$ cat config.mk
export PLATFORM = sky130hd
export DESIGN_NAME = freq_sel
export DESIGN_NICKNAME = d
export VERILOG_FILES = /design/src/rtl/freq_sel.sv
export SDC_FILE = /design/constraint.sdc
export NUM_CORES = 1
export LEC_CHECK = 0
export ABC_AREA = 1
export CORE_MARGIN = 2
export CORE_UTILIZATION = 45
export DETAILED_ROUTE_END_ITERATION = 12
export PLACE_DENSITY = 0.67
export SLEW_MARGIN = 30
export SYNTH_ARGS = -nofsm -noshare
export SYNTH_HDL_FRONTEND = slang
export SYNTH_SLANG_ARGS = --single-unit
$ cat constraint.sdc
create_clock -name clkIn -period 4.3 [get_ports clkIn]
set_input_delay 0.43 -clock clkIn [delete_from_list [all_inputs] [get_ports clkIn]]
set_output_delay 0.43 -clock clkIn [all_outputs]
set_load 0.1 [all_outputs]
$ cat src/rtl/freq_sel.sv
// Front-panel 1-2-5 frequency selector: synchronises and debounces two active-low
// buttons, steps/auto-repeats a saturating table index and registers a never-zero freq.
module freq_sel #(
  parameter int DEBOUNCE_CYC = 500000,
  parameter int HOLD_CYC     = 25000000,
  parameter int REPEAT_CYC   = 5000000,
  parameter int DEFAULT_IDX  = 1
) (
  input  logic        clkIn,
  input  logic        rst,
  input  logic        keyUp_n,
  input  logic        keyDn_n,
  output logic [25:0] freq,
  output logic [4:0]  idx,
  output logic        chg,
  output logic        atMin,
  output logic        atMax
);

  localparam int          MAX_IDX = 22;
  localparam int          DB_W    = $clog2(DEBOUNCE_CYC + 1);
  localparam int          HC_MAX  = (HOLD_CYC > REPEAT_CYC) ? HOLD_CYC : REPEAT_CYC;
  localparam int          HC_W    = $clog2(HC_MAX + 1);
  localparam logic [4:0]  DEF_IDX = 5'(DEFAULT_IDX);

  typedef enum logic [1:0] {IDLE, HOLD, REPEAT, BOTH} state_t;

  function automatic logic [25:0] freqOf(input logic [4:0] i);
    case (i)
      5'd0:    return 26'd1;
      5'd1:    return 26'd2;
      5'd2:    return 26'd5;
      5'd3:    return 26'd10;
      5'd4:    return 26'd20;
      5'd5:    return 26'd50;
      5'd6:    return 26'd100;
      5'd7:    return 26'd200;
      5'd8:    return 26'd500;
      5'd9:    return 26'd1000;
      5'd10:   return 26'd2000;
      5'd11:   return 26'd5000;
      5'd12:   return 26'd10000;
      5'd13:   return 26'd20000;
      5'd14:   return 26'd50000;
      5'd15:   return 26'd100000;
      5'd16:   return 26'd200000;
      5'd17:   return 26'd500000;
      5'd18:   return 26'd1000000;
      5'd19:   return 26'd2000000;
      5'd20:   return 26'd5000000;
      5'd21:   return 26'd10000000;
      5'd22:   return 26'd20000000;
      default: return 26'd1;  // out-of-range index still yields a legal divisor
    endcase
  endfunction

  // Bit 0 is the up button, bit 1 the down button; both made active-high here.
  logic [1:0]      keyRaw;
  logic [1:0]      sync1, sync2, deb, debPrev;
  logic [DB_W-1:0] dbCnt [2];

  assign keyRaw = {~keyDn_n, ~keyUp_n};

  // NOTE: clocked state uses non-blocking (<=) so every register samples pre-edge values.
  always_ff @(posedge clkIn or posedge rst) begin
    if (rst) begin
      sync1    <= '0;
      sync2    <= '0;
      deb      <= '0;
      debPrev  <= '0;
      dbCnt[0] <= '0;
      dbCnt[1] <= '0;
    end else begin
      sync1   <= keyRaw;
      sync2   <= sync1;
      debPrev <= deb;
      for (int b = 0; b < 2; b++) begin
        if (sync2[b] == deb[b]) begin
          dbCnt[b] <= '0;
        end else if (dbCnt[b] == DB_W'(DEBOUNCE_CYC - 1)) begin
          deb[b]   <= sync2[b];
          dbCnt[b] <= '0;
        end else begin
          dbCnt[b] <= dbCnt[b] + DB_W'(1);
        end
      end
    end
  end

  state_t          state, stateNext;
  logic            dirUp, dirUpNext;
  logic [HC_W-1:0] holdCnt, holdCntNext, holdLimit;
  logic            upRise, dnRise, heldBtn, otherBtn;
  logic            doStep, stepUp, loadDef;
  logic [4:0]      idxNext;

  assign upRise    = deb[0] & ~debPrev[0];
  assign dnRise    = deb[1] & ~debPrev[1];
  assign heldBtn   = dirUp ? deb[0] : deb[1];
  assign otherBtn  = dirUp ? deb[1] : deb[0];
  assign holdLimit = (state == HOLD) ? HC_W'(HOLD_CYC - 1) : HC_W'(REPEAT_CYC - 1);

  // NOTE: every always_comb output gets a default first so no path can infer a latch.
  always_comb begin
    stateNext   = state;
    dirUpNext   = dirUp;
    holdCntNext = holdCnt;
    doStep      = 1'b0;
    stepUp      = dirUp;
    loadDef     = 1'b0;
    case (state)
      IDLE: begin
        if (deb[0] && deb[1]) begin
          stateNext = BOTH;
          loadDef   = 1'b1;
        end else if (upRise || dnRise) begin
          doStep      = 1'b1;
          stepUp      = upRise;
          dirUpNext   = upRise;
          holdCntNext = '0;
          stateNext   = HOLD;
        end
      end
      HOLD, REPEAT: begin
        if (otherBtn) begin
          stateNext = BOTH;
          loadDef   = 1'b1;
        end else if (!heldBtn) begin
          stateNext = IDLE;
        end else if (holdCnt == holdLimit) begin
          doStep      = 1'b1;
          holdCntNext = '0;
          stateNext   = REPEAT;
        end else begin
          holdCntNext = holdCnt + HC_W'(1);
        end
      end
      BOTH: begin
        if (!deb[0] && !deb[1]) stateNext = IDLE;
      end
      default: stateNext = IDLE;
    endcase

    idxNext = idx;
    if (loadDef) begin
      idxNext = DEF_IDX;
    end else if (doStep) begin
      if (stepUp && idx != 5'(MAX_IDX)) idxNext = idx + 5'd1;
      else if (!stepUp && idx != 5'd0)  idxNext = idx - 5'd1;
    end
  end

  always_ff @(posedge clkIn or posedge rst) begin
    if (rst) begin
      state   <= IDLE;
      dirUp   <= 1'b0;
      holdCnt <= '0;
      idx     <= DEF_IDX;
      freq    <= freqOf(DEF_IDX);
      chg     <= 1'b0;
      atMin   <= 1'b0;
      atMax   <= 1'b0;
    end else begin
      state   <= stateNext;
      dirUp   <= dirUpNext;
      holdCnt <= holdCntNext;
      idx     <= idxNext;
      freq    <= freqOf(idxNext);
      chg     <= (idxNext != idx);
      atMin   <= (idxNext == 5'd0);
      atMax   <= (idxNext == 5'(MAX_IDX));
    end
  end

endmodule
After elaboration in Yosys (flattened, before gate mapping)

Memory sizes are Yosys's and may differ from the RTL's. A register that Yosys moved wholly into a read port is not among the register bits.
Index checks and enable logic that the tools add are counted.
Widths: inputs -> output; s select.

Register bits after elaboration: 108
ROM bits: 800
Input port bits: 4
Output and inout port bits: 34
Word-level logic and storage cells: 100
Memories: 1

Add/subtract/negate cells: 5
Equality and inequality tests: 18
Mux-type cells: 36
Bitwise operators: 8
Reductions and logical operators: 17

Memories:

| memory          | depth | bits a word | read ports | clocked after Yosys merged registers in | wr ports | RTL line | source |
|---|---|---|---|---|---|---|---|
| (no name shown) | 32    | 25          | 1          | 1                                       | 0        | 29       | `case (i)` |

Operator list:

| kind                  | number |
|---|---|
| $mux 25               | 6 |
| $mux 19               | 4 |
| $pmux 25 s2           | 1 |
| $add 19x1->19 const B | 2 |
| $eq 19x19->1 const B  | 2 |
| $add 25x1->25 const B | 1 |
| $eq 25x25->1          | 1 |
| $mux 5                | 4 |
| $mux 1                | 12 |
| $mux 2                | 6 |
| $ne 2x2->1 const B    | 5 |
| $not 1->1             | 6 |
| $pmux 2 s3            | 1 |
| $add 5x1->5 const B   | 1 |
| $eq 5x5->1 const B    | 1 |
| $logic_not 5->1       | 1 |
| $ne 5x5->1            | 1 |
| $ne 5x5->1 const B    | 1 |
| $reduce_and 5->1      | 1 |
| $reduce_bool 5->1     | 1 |
| $sub 5x1->5 const B   | 1 |
| $eq 2x2->1 const B    | 2 |
| $logic_and 1x1->1     | 4 |
| $ne 4x4->1 const B    | 1 |
| other kinds (12)      | 18 |

Longest topological paths before layout

Depth after elaboration: 13
Depth in mapped cells: 20
Gate-level depth less buffers: 20

Worst setup path after synthesis

Ideal clock, no wire load.

Kind: register to register
Start point: reg idx[1]
End point: reg freq[5]
Library setup time: 0.065 ns
Arrival: 2.975 ns
Data required time: 4.235 ns
Slack: 1.260 ns
Stages on the path, launching flop included: 19
Buffers on the path: 0
Period minus slack after synthesis: 3.040 ns
Cell sequence: dfrtp_1 inv_1 ha_1 nand2_1 nor2_2 nand2_1 nand3_2 nand2_1 nand2_1 nand2_1 nand2_1 nand2_1 nand3_2 ha_1 inv_1 nand4_1 a21oi_1 nand2_1 nand2_1

Cells in the longest elaborated chain, start to end: 6
Elaborated cells on any way between the ends: 10
Classes of those cells: add/sub: 2; eq/ne: 1; mux: 4; reduce/logical: 3

Ends and longest elaborated chain:

| what                                                | RTL line | source |
|---|---|---|
| start: declaration                                  | 14       | `output logic [4:0] idx,` |
| start signal: assignment                            | 167      | `idx <= idxNext;` |
| branches (longest 4 deep; another with $sub 5x1->5) | -        |  |
| $mux 5 (*)                                          | 147      | `end else if (doStep) begin` |
| $mux 5 (*)                                          | 145      | `if (loadDef) begin` |
| end: declaration                                    | 13       | `output logic [25:0] freq,` |

Mark *: on every way between the ends.
A chain may end at the register's enable or synchronous reset.

Final worst setup path

Start point: reg state[1]
End point: reg freq[0]

Cells in the longest elaborated chain, start to end: 9
Elaborated cells on any way between the ends: 19
Classes of those cells: eq/ne: 3; mux: 11; reduce/logical: 5

Ends and longest elaborated chain:

| what                     | RTL line | source |
|---|---|---|
| start: declaration       | 90       | `state_t state, stateNext;` |
| start signal: assignment | 164      | `state <= stateNext;` |
| $eq 2x1->1               | 101, 111 |  |
| $mux 25                  | 101      | `assign holdLimit = (state == HOLD) ? HC_W'(HOLD_CYC - 1) : HC_W'(REPEAT_CYC - 1);` |
| $eq 25x25->1             | 130      | `end else if (holdCnt == holdLimit) begin` |
| $mux 1                   | 130      |  |
| $mux 1                   | 128      | `end else if (!heldBtn) begin` |
| $mux 1                   | 125      | `if (otherBtn) begin` |
| $pmux 1 s2               | 111      | `case (state)` |
| $mux 5                   | 147      |  |
| $mux 5 (*)               | 145      |  |
| named net idxNext[1]     | 95       | `logic [4:0] idxNext;` |

The timed path passes the listed nets; every way through them passes the cells marked *.

==> reports/results.ini <==
[pwr]
leakage_nw = 3.21
p_per_area_nw_per_um2 = 283
report.power.total_mw = 1.92
ir_drop_uv = 169

[sta]
fmax_mhz = 347
finalClockSkew_ps = 12.3
post-route-min-period_ps = 2880
final-max-slew-violation-count = 0
finalCritPeriodShare = 0.669
rsz0062_at_grt = false
holdWs_ps = 352
tns_ps = 0
worst_pin_slew_ps = 1010
finalHoldViolCount = 0
setup_violations = 0
relSlewSlack = 0.326

[logic_synthesis]
ys_ff_latch = 106
synthCells = 741
synth_mux_area_frac = 0.00377
avgSynthCellArea_sq_um = 8.07
synthArstFlopShare = 1.00
synth_compound_area_frac = 0.0737
synth.distinct_cells = 50
synth_adder_area_share = 0.0398
yosys_warnings = 0
syn-num-nets = 764
synthFlopType = dfrtp_1
synth_top_family_by_area = simple AND/OR/NAND/NOR gates
netlist_area_sq_um = 5980
synth_edf_count = 0
synth_seq_area_share = 0.444
synth-xor-area-share = 0.0410
yosys.area_share.simple = 0.320

[clock_tree]
cts_tree = done
clock_latency_ps = 360
cts-root-buf = clkbuf_16
cts_made_buffers = 9
holdBufCountCts = 0
cts.clk_slew.worst_paths_ps = 80
cts_setup_buffers = 0
cts_resized = 0
htree_levels = 3
clk_path_buf_depth = 2
clock-sinks = 106

[die]
io_pins = 38
rows = 42
start_util = 0.457
die-area_sq_um = 14200
core_sq_um = 13100
dieWidth_um = 119
die_h_um = 119

[routing]
wl_met1_um = 5790
dr.first_iter.drc_count = 398
first_pass_iters = 5
avgRoutedWirePerCell_um = 13.2
drc = 0
vias = 5031
top_layer = met4
viasPerCell = 5.25
met2_length_um = 6010
ant_nets = 0
wl_met3_um = 549
wl_um = 12600

[global_routing]
grt-ovfl-total = 0
grt_pass1_vias = 4862
grt_use_total = 0.190
grt_antenna_before_repair = 0
grt_max_degree = 84
grt_pass1_wl_um = 22200

[worst_setup_path]
startpoint_type = flip-flop
critPathArrivalTime_ps = 3170
crit_fanout = 10
worstSetupPathType = flip-flop to flip-flop
critPathRequiredTime_ps = 4600
cp-end-kind = flip-flop

[placed_design]
postPlaceCellArea_sq_um = 6490
gp_congestion = 0.923
dp_cells = 943
place.detailed.hpwl_um = 9210
io_buffer_count = 36

[run]
max_cap_violations = 0

[layout]
final_nets = 801
fillCellCount = 1226
final_common_cell = nand2_1
fin_cells = 959
regArea_sq_um = 2660
mostFrequentLayoutCells = nand2_1, dfrtp_1, nor2_1
drive_gt1_frac = 0.0843
multi_input_area_sq_um = 2860
insertedDiodeCount = 0
areaGrowthSynthToFinish_pct = 13.9
final_area_sq_um = 6810

[worst_hold_path]
min_path_type = flip-flop to flip-flop

[outcome]
status = completed

synth_stat cells, types with 11 or more instances:
library cell	n	area (sq um)
nand2_1	157	589
dfrtp_1	104	2600
nor2_1	90	338
inv_1	86	323
nand3_1	37	185
nand4_1	31	194
nor3_1	30	150
a21oi_1	27	135
o21ai_0	21	105
ha_1	19	238
xor2_1	19	166
nor4_1	11	68.8
stage by stage:
stage	util	setup WS [ps]
after CTS	0.520	1400
final	0.520	1420
after global placement	0.496	1520
after detailed placement	0.496	1410
after global routing	0.520	1060
after floorplan	-	1080
critical path, stage by stage, from the launching register on:
cell	delay, ps
dfrtp_1	410
inv_1	90
ha_1	440
inv_1	150
nand2_1	110
nand4_2	150
nand2_1	110
nand2_2	90
nand2_1	90
nand2_1	50
nor2_1	470
ha_1	280
inv_1	70
nor2_1	140
nor2_1	60
a21oi_1	110
power by group:
group	internal (mW)	total (mW)	switching, mW
clock	0.468	0.873	0.405
sequential	1.00	1.01	0.00442
combinational	0.00958	0.0435	0.0339
cells by family (layout without fill, tap and decap cells):
group                      after synthesis  count (layout)
other                                    1               1
buffers and inverters                  108             150
adders and majority gates               19              19
xor gates and xnor gates                28              28
DFF                                    106             106
AOI/OAI and AO/OA                       75              75
and+or+nand+nor                        402             402
muxes                                    2               2
per-layer routing:
layer | global-route usage | up-vias
met3 | 0.0311 | 20
met4 | 0.0804 | 0
li1 | - | 2507
met5 | 0 | -
met2 | 0.313 | 132
met1 | 0.249 | 2372
sequential cells by signal, indices dropped and copies added (netlist names):
signal	count
dbCnt	38
state	2
holdCnt	25
idx	5
debPrev	2
atMax	1
chg	1
atMin	1
sync2	2
dirUp	1
deb	2
sync1	2
freq	24
path summary, 6_finish.rpt:
kind | startpoint | endpoint | slack, ps | cells past startpoint
max | state[1] | freq[0] | 1420 | 15
min | sync1[1] | sync2[1] | 350 | 0
max reg2reg | state[1] | freq[0] | 1420 | 15
min reg2reg | sync1[1] | sync2[1] | 350 | 0
max in group asynchronous | rst | freq[1] | 2880 | 3
min in group asynchronous | rst | dbCnt[3] | 570 | 2
final cells by class:
class	count	share of cell area
multi-input combinational	527	0.421
sequential	106	0.390
timing repair buffer	38	0.0551
inverter	96	0.0548
clock buffer	9	0.0331
tap	176	0.0323
clock inverter	7	0.0142
(Power assumes the default switching activity.)
